`config.mk`:
```
export PLATFORM = sky130hd
export DESIGN_NAME = regwr_strobe
export DESIGN_NICKNAME = d
export VERILOG_FILES = /design/src/rtl/regwr_strobe.sv
export SDC_FILE = /design/constraint.sdc
export NUM_CORES = 1
export LEC_CHECK = 0
export BUFFER_PORTS_ARGS = -buffer_cell sky130_fd_sc_hd__buf_2
export CAP_MARGIN = 20
export CORE_UTILIZATION = 45
export DETAILED_ROUTE_END_ITERATION = 10
export GPL_ROUTABILITY_DRIVEN = 0
export PLACE_DENSITY_LB_ADDON = 0.1
export SETUP_SLACK_MARGIN = 0.2
export SLEW_MARGIN = 20
export SYNTH_ARGS = -nofsm -noshare
export SYNTH_HDL_FRONTEND = slang
export SYNTH_SLANG_ARGS = --single-unit
```
`constraint.sdc`:
```
create_clock -name sys_clk_i -period 2.4 [get_ports sys_clk_i]
set_clock_uncertainty 0.2 [all_clocks]
set_input_delay 0.12 -clock sys_clk_i [delete_from_list [all_inputs] [get_ports sys_clk_i]]
set_output_delay 0.12 -clock sys_clk_i [all_outputs]
set_load 0.02 [all_outputs]
```
`src/rtl/regwr_strobe.sv`:
```
// Host write-strobe generator: pairs 16-bit high/low host writes into 32-bit
// words and drives a shared data bus plus a one-cycle one-hot enable per slot.
module regwr_strobe #(
  parameter int NREG = 8,
  parameter int AW   = 3
) (
  input  logic            sys_clk_i,
  input  logic            reset_i,
  input  logic            wr_req_i,
  input  logic [AW-1:0]   wr_addr_i,
  input  logic            wr_half_i,
  input  logic [15:0]     wr_data_i,
  output logic            wr_ack_o,
  output logic            busy_o,
  output logic [31:0]     reg_d_o,
  output logic [NREG-1:0] reg_en_o
);

  localparam logic [2:0] S_IDLE = 3'd0;
  localparam logic [2:0] S_CAPT = 3'd1;
  localparam logic [2:0] S_STRB = 3'd2;
  localparam logic [2:0] S_ACK  = 3'd3;
  localparam logic [2:0] S_REL  = 3'd4;

  localparam logic [AW:0] NREG_W = NREG[AW:0];

  logic [2:0]    state_q, state_d;
  logic [AW-1:0] cap_addr_q, cap_addr_d;
  logic          cap_half_q, cap_half_d;
  logic [15:0]   cap_data_q, cap_data_d;
  logic [15:0]   hi_hold_q, hi_hold_d;
  logic [31:0]   reg_d_q, reg_d_d;
  logic          in_range;

  assign in_range = ({1'b0, cap_addr_q} < NREG_W);

  always_comb begin
    state_d    = state_q;
    cap_addr_d = cap_addr_q;
    cap_half_d = cap_half_q;
    cap_data_d = cap_data_q;
    hi_hold_d  = hi_hold_q;
    reg_d_d    = reg_d_q;
    case (state_q)
      S_IDLE: if (wr_req_i) begin
        state_d    = S_CAPT;
        cap_addr_d = wr_addr_i;
        cap_half_d = wr_half_i;
        cap_data_d = wr_data_i;
      end
      S_CAPT: begin
        if (cap_half_q) begin
          hi_hold_d = cap_data_q;
          state_d   = S_ACK;
        end else if (in_range) begin
          reg_d_d = {hi_hold_q, cap_data_q};
          state_d = S_STRB;
        end else begin
          state_d = S_ACK;
        end
      end
      S_STRB:  state_d = S_ACK;
      S_ACK:   state_d = S_REL;
      // Wait for the requester to let go so a held request is not re-accepted.
      S_REL:   if (!wr_req_i) state_d = S_IDLE;
      default: state_d = S_IDLE;
    endcase
  end

  always_ff @(posedge sys_clk_i) begin
    if (reset_i) begin
      state_q    <= S_IDLE;
      cap_addr_q <= '0;
      cap_half_q <= 1'b0;
      cap_data_q <= '0;
      hi_hold_q  <= '0;
      reg_d_q    <= '0;
    end else begin
      state_q    <= state_d;
      cap_addr_q <= cap_addr_d;
      cap_half_q <= cap_half_d;
      cap_data_q <= cap_data_d;
      hi_hold_q  <= hi_hold_d;
      reg_d_q    <= reg_d_d;
    end
  end

  always_comb begin
    reg_en_o = '0;
    for (int i = 0; i < NREG; i++)
      reg_en_o[i] = (state_q == S_STRB) && (cap_addr_q == i[AW-1:0]);
  end

  assign wr_ack_o = (state_q == S_ACK);
  assign busy_o   = (state_q != S_IDLE);
  assign reg_d_o  = reg_d_q;

endmodule

```
==> flow_summary.yaml, run 1 <==
status:
  outcome: "finished, final reports clean"
clock_network:
  cts_num_sinks: 71
  clk_latency_ns: 0.33
  cts_buffer_depth: 2
  clk_pin_slew_ns: 0.06
  cts_tree: "built"
  numCtsBuffers: 9
  root_buffer: "clkbuf_8"
  postCtsSetupBuffers: 0
  h-tree-depth: 3
logic_synthesis:
  ys_warn_count: 0
  synth_top_family_by_area: "simple AND/OR/NAND/NOR gates"
  ys_seq_elements: 71
  synthesis.area_mm2: 0.00298
  syn-num-nets: 296
  synthCells: 273
  synth_compound_area_share_pct: 0.839
  synth-simple-area-share_pct: 24.3
  synth_area_per_cell_um2: 10.9
  synthXorXnorAreaFrac_pct: 0.294
  synth_cell_type_count: 24
  synth_fa_ha_area_share_pct: 0
  synthMuxAreaShare_pct: 22.8
  synth-seq-area-share_pct: 47.7
timing:
  fin_crit_sh_pct: 85.8
  fin_setup_tns_ns: 0
  tightestPinTransition_ns: 0.430
  fin_crit_ns: 2.06
  finalHoldViolations: 0
  rsz0062_at_grt: "no"
  clock.fmax_mhz: 486
  slew_headroom_pct: 71.3
  drv_slew: 0
  setup_viol: 0
  post-route-worst-setup-slack_ns: 0.341
detailed_routing:
  drc: 0
  ant_nets: 0
  wl_met2_um: 2380
  drt_iter0_drc: 88
  maxUsedRoutingLayer: "met4"
  met3_length_um: 189
  dr.pass1.iters: 4
  routedWlPerCell_um: 12.7
  vias: 2050
  routedLengthMet1_um: 2890
  vias_per_cell: 4.70
  wl_um: 5540
floorplanning:
  die_w_um: 83.4
  core_region_area_mm2: 0.00639
  fp.dieH_um: 83.4
  start_util_pct: 46.7
  row_count: 29
  dieArea_mm2: 0.00696
  ios: 65
final_layout:
  num_antenna_cells: 0
  seq_area_mm2: 0.00142
  drive_above_1_share_pct: 25.3
  fin_cells: 436
  fin_area_mm2: 0.00377
  multi_input_area_mm2: 0.00145
  fillCellCount: 558
  areaGrowthSynthToFinish_pct: 26.6
  fin_nets: 377
placement:
  hpwl_um: 3470
  placed_area_mm2: 0.00333
  port-buffer-count: 64
  place_ws_ns: 0.589
  dpl.cell_count: 399
pwr:
  p_total_mw: 2.64
  internal_power_mw: 2.02
  p_switching_mw: 0.617
  clockPowerShare_pct: 39.4
  seqPwrFrac_pct: 47.9
  max-vdd-ir-drop_uv: 379
  p_leak_nw: 1.60
  swShare_pct: 23.4
  combPwrFrac_pct: 12.7
  powerDensity_mw_per_mm2: 699
critical_path:
  arrival_ns: 1.74
  r2r_cells: 3
  r2r_start: "state_q[0]"
  cp_max_fo: 11
  cp-end-kind: "primary output"
  timing.rr.end: "hi_hold_q[14]"
  crit_required_ns: 2.08
  rrSetupSlack_ns: 0.60
  start_kind: "flip-flop"
  path_class: "reg2out"
min_path:
  min_from: "reset_i"
  whs_path_depth: 2
  hold_class: "in2reg"
  min_to: "state_q[1]"
grt:
  grt_pass1_wl_um: 9100
  overflow: 0
  antenna_found_initial: 0
  grt_pass1_vias: 1903
  grt_util_all_layers_pct: 16.5
  grt_max_degree: 45
run:
  drv_cap: 0
-- final cells by class --
class                      instances  share of cell area (%)
multi-input combinational        182                    38.3
sequential                        71                    37.7
timing repair buffer              90                    15.4
clock buffer                      14                    5.11
tap                               77                    2.55
clock inverter                     2                   0.928
-- cell usage in the layout (no fill, tap or decap), types with 2 or more instances in the layout --
cell,Yosys,routed
buf_2,2,64
buf_4,4,4
clkbuf_8,0,14
dfxtp_1,71,70
dlygate4sd3_1,0,21
mux2i_1,68,68
nand2b_1,90,90
nor2_1,6,6
nor3_1,3,3
nor4b_4,1,2
-- critical path: stages, from the launching register on --
cell	delay [ns]
dfxtp_1	0.44
or4b_1	0.63
nor3_1	0.16
buf_2	0.19
-- logic make-up after synthesis --
logic type / after synthesis
AOI/OAI and AO/OA: 3
xor gates and xnor gates: 1
buffers and inverters: 20
DFF: 71
muxes: 68
and+or+nand+nor: 110
-- per-layer routing --
metal | global-route usage (%) | vias up
met2 | 25.4 | 50
met4 | 7.99 | 0
met1 | 22.0 | 916
li1 | - | 1073
met5 | 0 | -
met3 | 3.68 | 11
-- power by group through the flow --
stage               registers (mW)  clock network [mW]  logic [mW]
finish                        1.26                1.04       0.336
global route                  1.27                1.12       0.363
detailed placement            1.29                   0       0.314
floorplan                     1.28                   0       0.252
global placement              1.29                   0       0.310
CTS                           1.26                1.07       0.340
-- state kept, by name, summed over array words and instances (netlist names) --
| register | flops |
|---|---|
| reg_d_o | 32 |
| cap_data_q | 16 |
| hi_hold_q | 16 |
| cap_addr_q | 3 |
| state_q | 3 |
| cap_half_q | 1 |
-- cell usage after synthesis --
master,instances,area [um^2]
nor2_1,6,22.5
nor4bb_1,1,10.0
nand4bb_1,1,11.3
or3_1,1,6.26
mux2i_1,68,681
o21ba_2,1,10.0
nand2b_1,90,563
buf_4,4,30.0
nor4b_4,1,23.8
a211oi_1,1,7.51
or4b_4,1,13.8
nor4b_2,1,15.0
o21bai_1,1,7.51
dfxtp_1,71,1420
nand2_1,1,3.75
buf_6,4,45.0
buf_2,2,10.0
clkbuf_1,10,37.5
xnor2_1,1,8.76
nor3_1,3,15.0
and4bb_2,1,12.5
or4b_1,1,10.0
and3b_1,1,8.76
nand3b_1,1,7.51
-- metrics by stage --
stage	utilization [%]	hold WS [ns]
after floorplan	-	0.0753
after global placement	52.2	0.182
after detailed placement	52.2	0.188
after CTS	59.1	0.0304
after global routing	59.1	0.0639
final	59.1	0.0285
-- repair_timing --
item,4_1_cts,5_1_grt
hold buffers,21,0
resized for setup,0,1
hold endpoints to repair,21,0
setup endpoints to repair,0,1
-- how the worst max path moves through the flow --
stage | startpoint | to | cells past startpoint
3_5_place_dp | state_q[1] | reg_en_o[0] | 3
4_1_cts | state_q[1] | reg_en_o[0] | 3
6_report | state_q[2] | reg_en_o[0] | 3
5_1_grt | state_q[2] | reg_en_o[0] | 3
2_1_floorplan | state_q[1] | reg_en_o[0] | 3
3_3_place_gp | state_q[1] | reg_en_o[0] | 3
No activity file was read; power rests on OpenSTA's default activity.
==> run 2, diff against run 1 <==
--- a/config.mk
+++ b/config.mk
@@ -8,5 +8,5 @@
 export BUFFER_PORTS_ARGS = -buffer_cell sky130_fd_sc_hd__buf_2
 export CAP_MARGIN = 20
-export CORE_UTILIZATION = 45
+export CORE_UTILIZATION = 52
 export DETAILED_ROUTE_END_ITERATION = 10
 export GPL_ROUTABILITY_DRIVEN = 0
==> constraint.sdc (replaced) <==
create_clock -name sys_clk_i -period 2.4 [get_ports sys_clk_i]
set_clock_uncertainty 0.2 [all_clocks]
set_input_delay 0.24 -clock sys_clk_i [delete_from_list [all_inputs] [get_ports sys_clk_i]]
set_output_delay 0.24 -clock sys_clk_i [all_outputs]
set_load 0.02 [all_outputs]
==> flow_summary.yaml, run 2 (synthesis gave the netlist of run 1 again) <==
grt:
  overflow: 0
  grt_util_all_layers_pct: 19.2
  antenna_found_initial: 0
  grt_pass1_vias: 1968
  grt_pass1_wl_um: 9110
  grt_max_degree: 92
critical_path:
  arrival_ns: 1.65
  cp_max_fo: 12
  crit_buf_inv: 1
  r2r_cells: 2
  crit_chain: "or4b_4 -> nor3_1 -> buf_2"
  cpPeakStageDelay_ns: 0.53
  r2r_start: "state_q[0]"
  critPathSlowestCell: "or4b_4"
  crit_required_ns: 1.96
  critPathTopFamily: "simple AND/OR/NAND/NOR gates"
  timing.rr.end: "hi_hold_q[6]"
  critPathCapture: "reg_en_o[0]"
  path_class: "reg2out"
  start_kind: "flip-flop"
  crit_cells: 3
  rrSetupSlack_ns: 0.62
  cp-end-kind: "primary output"
  crit_start: "state_q[1]"
timing:
  finalHoldViolations: 0
  clock.fmax_mhz: 478
  fin_crit_ns: 2.09
  setup_viol: 0
  fin_crit_sh_pct: 87.2
  slew_headroom_pct: 61.2
  tightestPinTransition_ns: 0.582
  fin_setup_tns_ns: 0
  hold-worst-slack_ns: 0.121
  drv_slew: 0
  rsz0062_at_grt: "no"
final_layout:
  fillCellCount: 453
  fin_area_mm2: 0.00375
  multi_input_area_mm2: 0.00145
  largest_register_ffs: 32
  drive_above_1_share_pct: 25.2
  seq_area_mm2: 0.00142
  areaGrowthSynthToFinish_pct: 25.7
  final_cell_mix: "nand2b_1, dfxtp_1, mux2i_1"
  final_common_cell: "nand2b_1"
  fin_nets: 376
  num_antenna_cells: 0
floorplanning:
  fp.dieH_um: 77.7
  dieArea_mm2: 0.00604
  ios: 65
  die_w_um: 77.7
  row_count: 27
  start_util_pct: 54.1
  core_region_area_mm2: 0.00551
clock_network:
  postCtsSetupBuffers: 0
  root_buffer: "clkbuf_8"
  numCtsBuffers: 9
  cts_num_sinks: 71
  cts_buffer_depth: 2
  clk_latency_ns: 0.33
  h-tree-depth: 3
  clk_pin_slew_ns: 0.07
  cts_tree: "built"
placement:
  port-buffer-count: 64
  hpwl_um: 3270
  placed_area_mm2: 0.00333
detailed_routing:
  ant_nets: 0
  dr.pass1.iters: 4
  drc: 0
  vias_per_cell: 4.89
  wl_um: 5500
  vias: 2098
  drt_iter0_drc: 97
  routedWlPerCell_um: 12.8
run:
  drv_cap: 0
status:
  outcome: "finished, final reports clean"
pwr:
  combPwrFrac_pct: 13.0
  internal_power_mw: 2.02
  seqPwrFrac_pct: 48.2
  powerDensity_mw_per_mm2: 700
  swShare_pct: 23.2
  p_leak_nw: 1.59
  clockPowerShare_pct: 38.9
  max-vdd-ir-drop_uv: 509
  p_switching_mw: 0.609
min_path:
  hold_class: "in2reg"
  min_from: "wr_req_i"
[run 2: final cells by class]
type | count | share of cell area, %
Clock inverter | 3 | 1.80
Clock buffer | 12 | 3.87
Sequential cell | 71 | 38.0
Tap cell | 72 | 2.40
Timing Repair Buffer | 89 | 15.2
Multi-Input combinational cell | 182 | 38.7
[run 2: power by group through the flow]
stage,sequential [mW],clock [mW],combinational (mW)
5_1_grt,1.27,1.09,0.366
6_report,1.26,1.02,0.340
4_1_cts,1.26,1.05,0.340
3_3_place_gp,1.29,0,0.312
3_5_place_dp,1.29,0,0.315
2_1_floorplan,1.28,0,0.252
[run 2: what timing repair did]
item / CTS / global route
endpoints found under the hold margin: 20 / 0
setup endpoints to repair: 4 / 3
cloned: 0 / 0
hold buffers: 20 / 0
resized for setup: 1 / 2
[run 2: how the worst min path moves through the flow]
stage | end | slack [ns] | cells after the start
after global placement | reg_d_o[6] | 0.26 | 2
after detailed placement | reg_d_o[7] | 0.26 | 2
after CTS | state_q[0] | 0.06 | 3
final | state_q[0] | 0.12 | 3
after global routing | state_q[0] | 0.12 | 3
after floorplan | cap_addr_q[0] | 0.20 | 2
[run 2: per-layer routing]
layer | share of wire [%] | global-route usage, %
met2 | 47 | 30.4
met3 | 3.9 | 4.00
met1 | 47 | 24.3
met4 | 1.6 | 10.9
met5 | 0 | 0
[run 2: per-stage QoR]
| stage | power, mW | worst slack, ns | util, % | instances |
|---|---|---|---|---|
| 2_1_floorplan | 1.53 | 0.457 | - | 273 |
| 4_1_cts | 2.65 | 0.229 | 68.0 | 429 |
| 3_5_place_dp | 1.60 | 0.478 | 60.4 | 394 |
| 3_3_place_gp | 1.60 | 0.523 | 60.4 | 394 |
| 6_report | 2.62 | 0.308 | 68.1 | 429 |
| 5_1_grt | 2.73 | 0.227 | 68.1 | 429 |
[run 2: worst reg2reg max path, delay by kind of cell (launching register included)]
family | cells | cell delay (ns)
AND/OR/NAND/NOR | 1 | 0.69
multiplexers | 1 | 0.27
flip-flops | 1 | 0.55
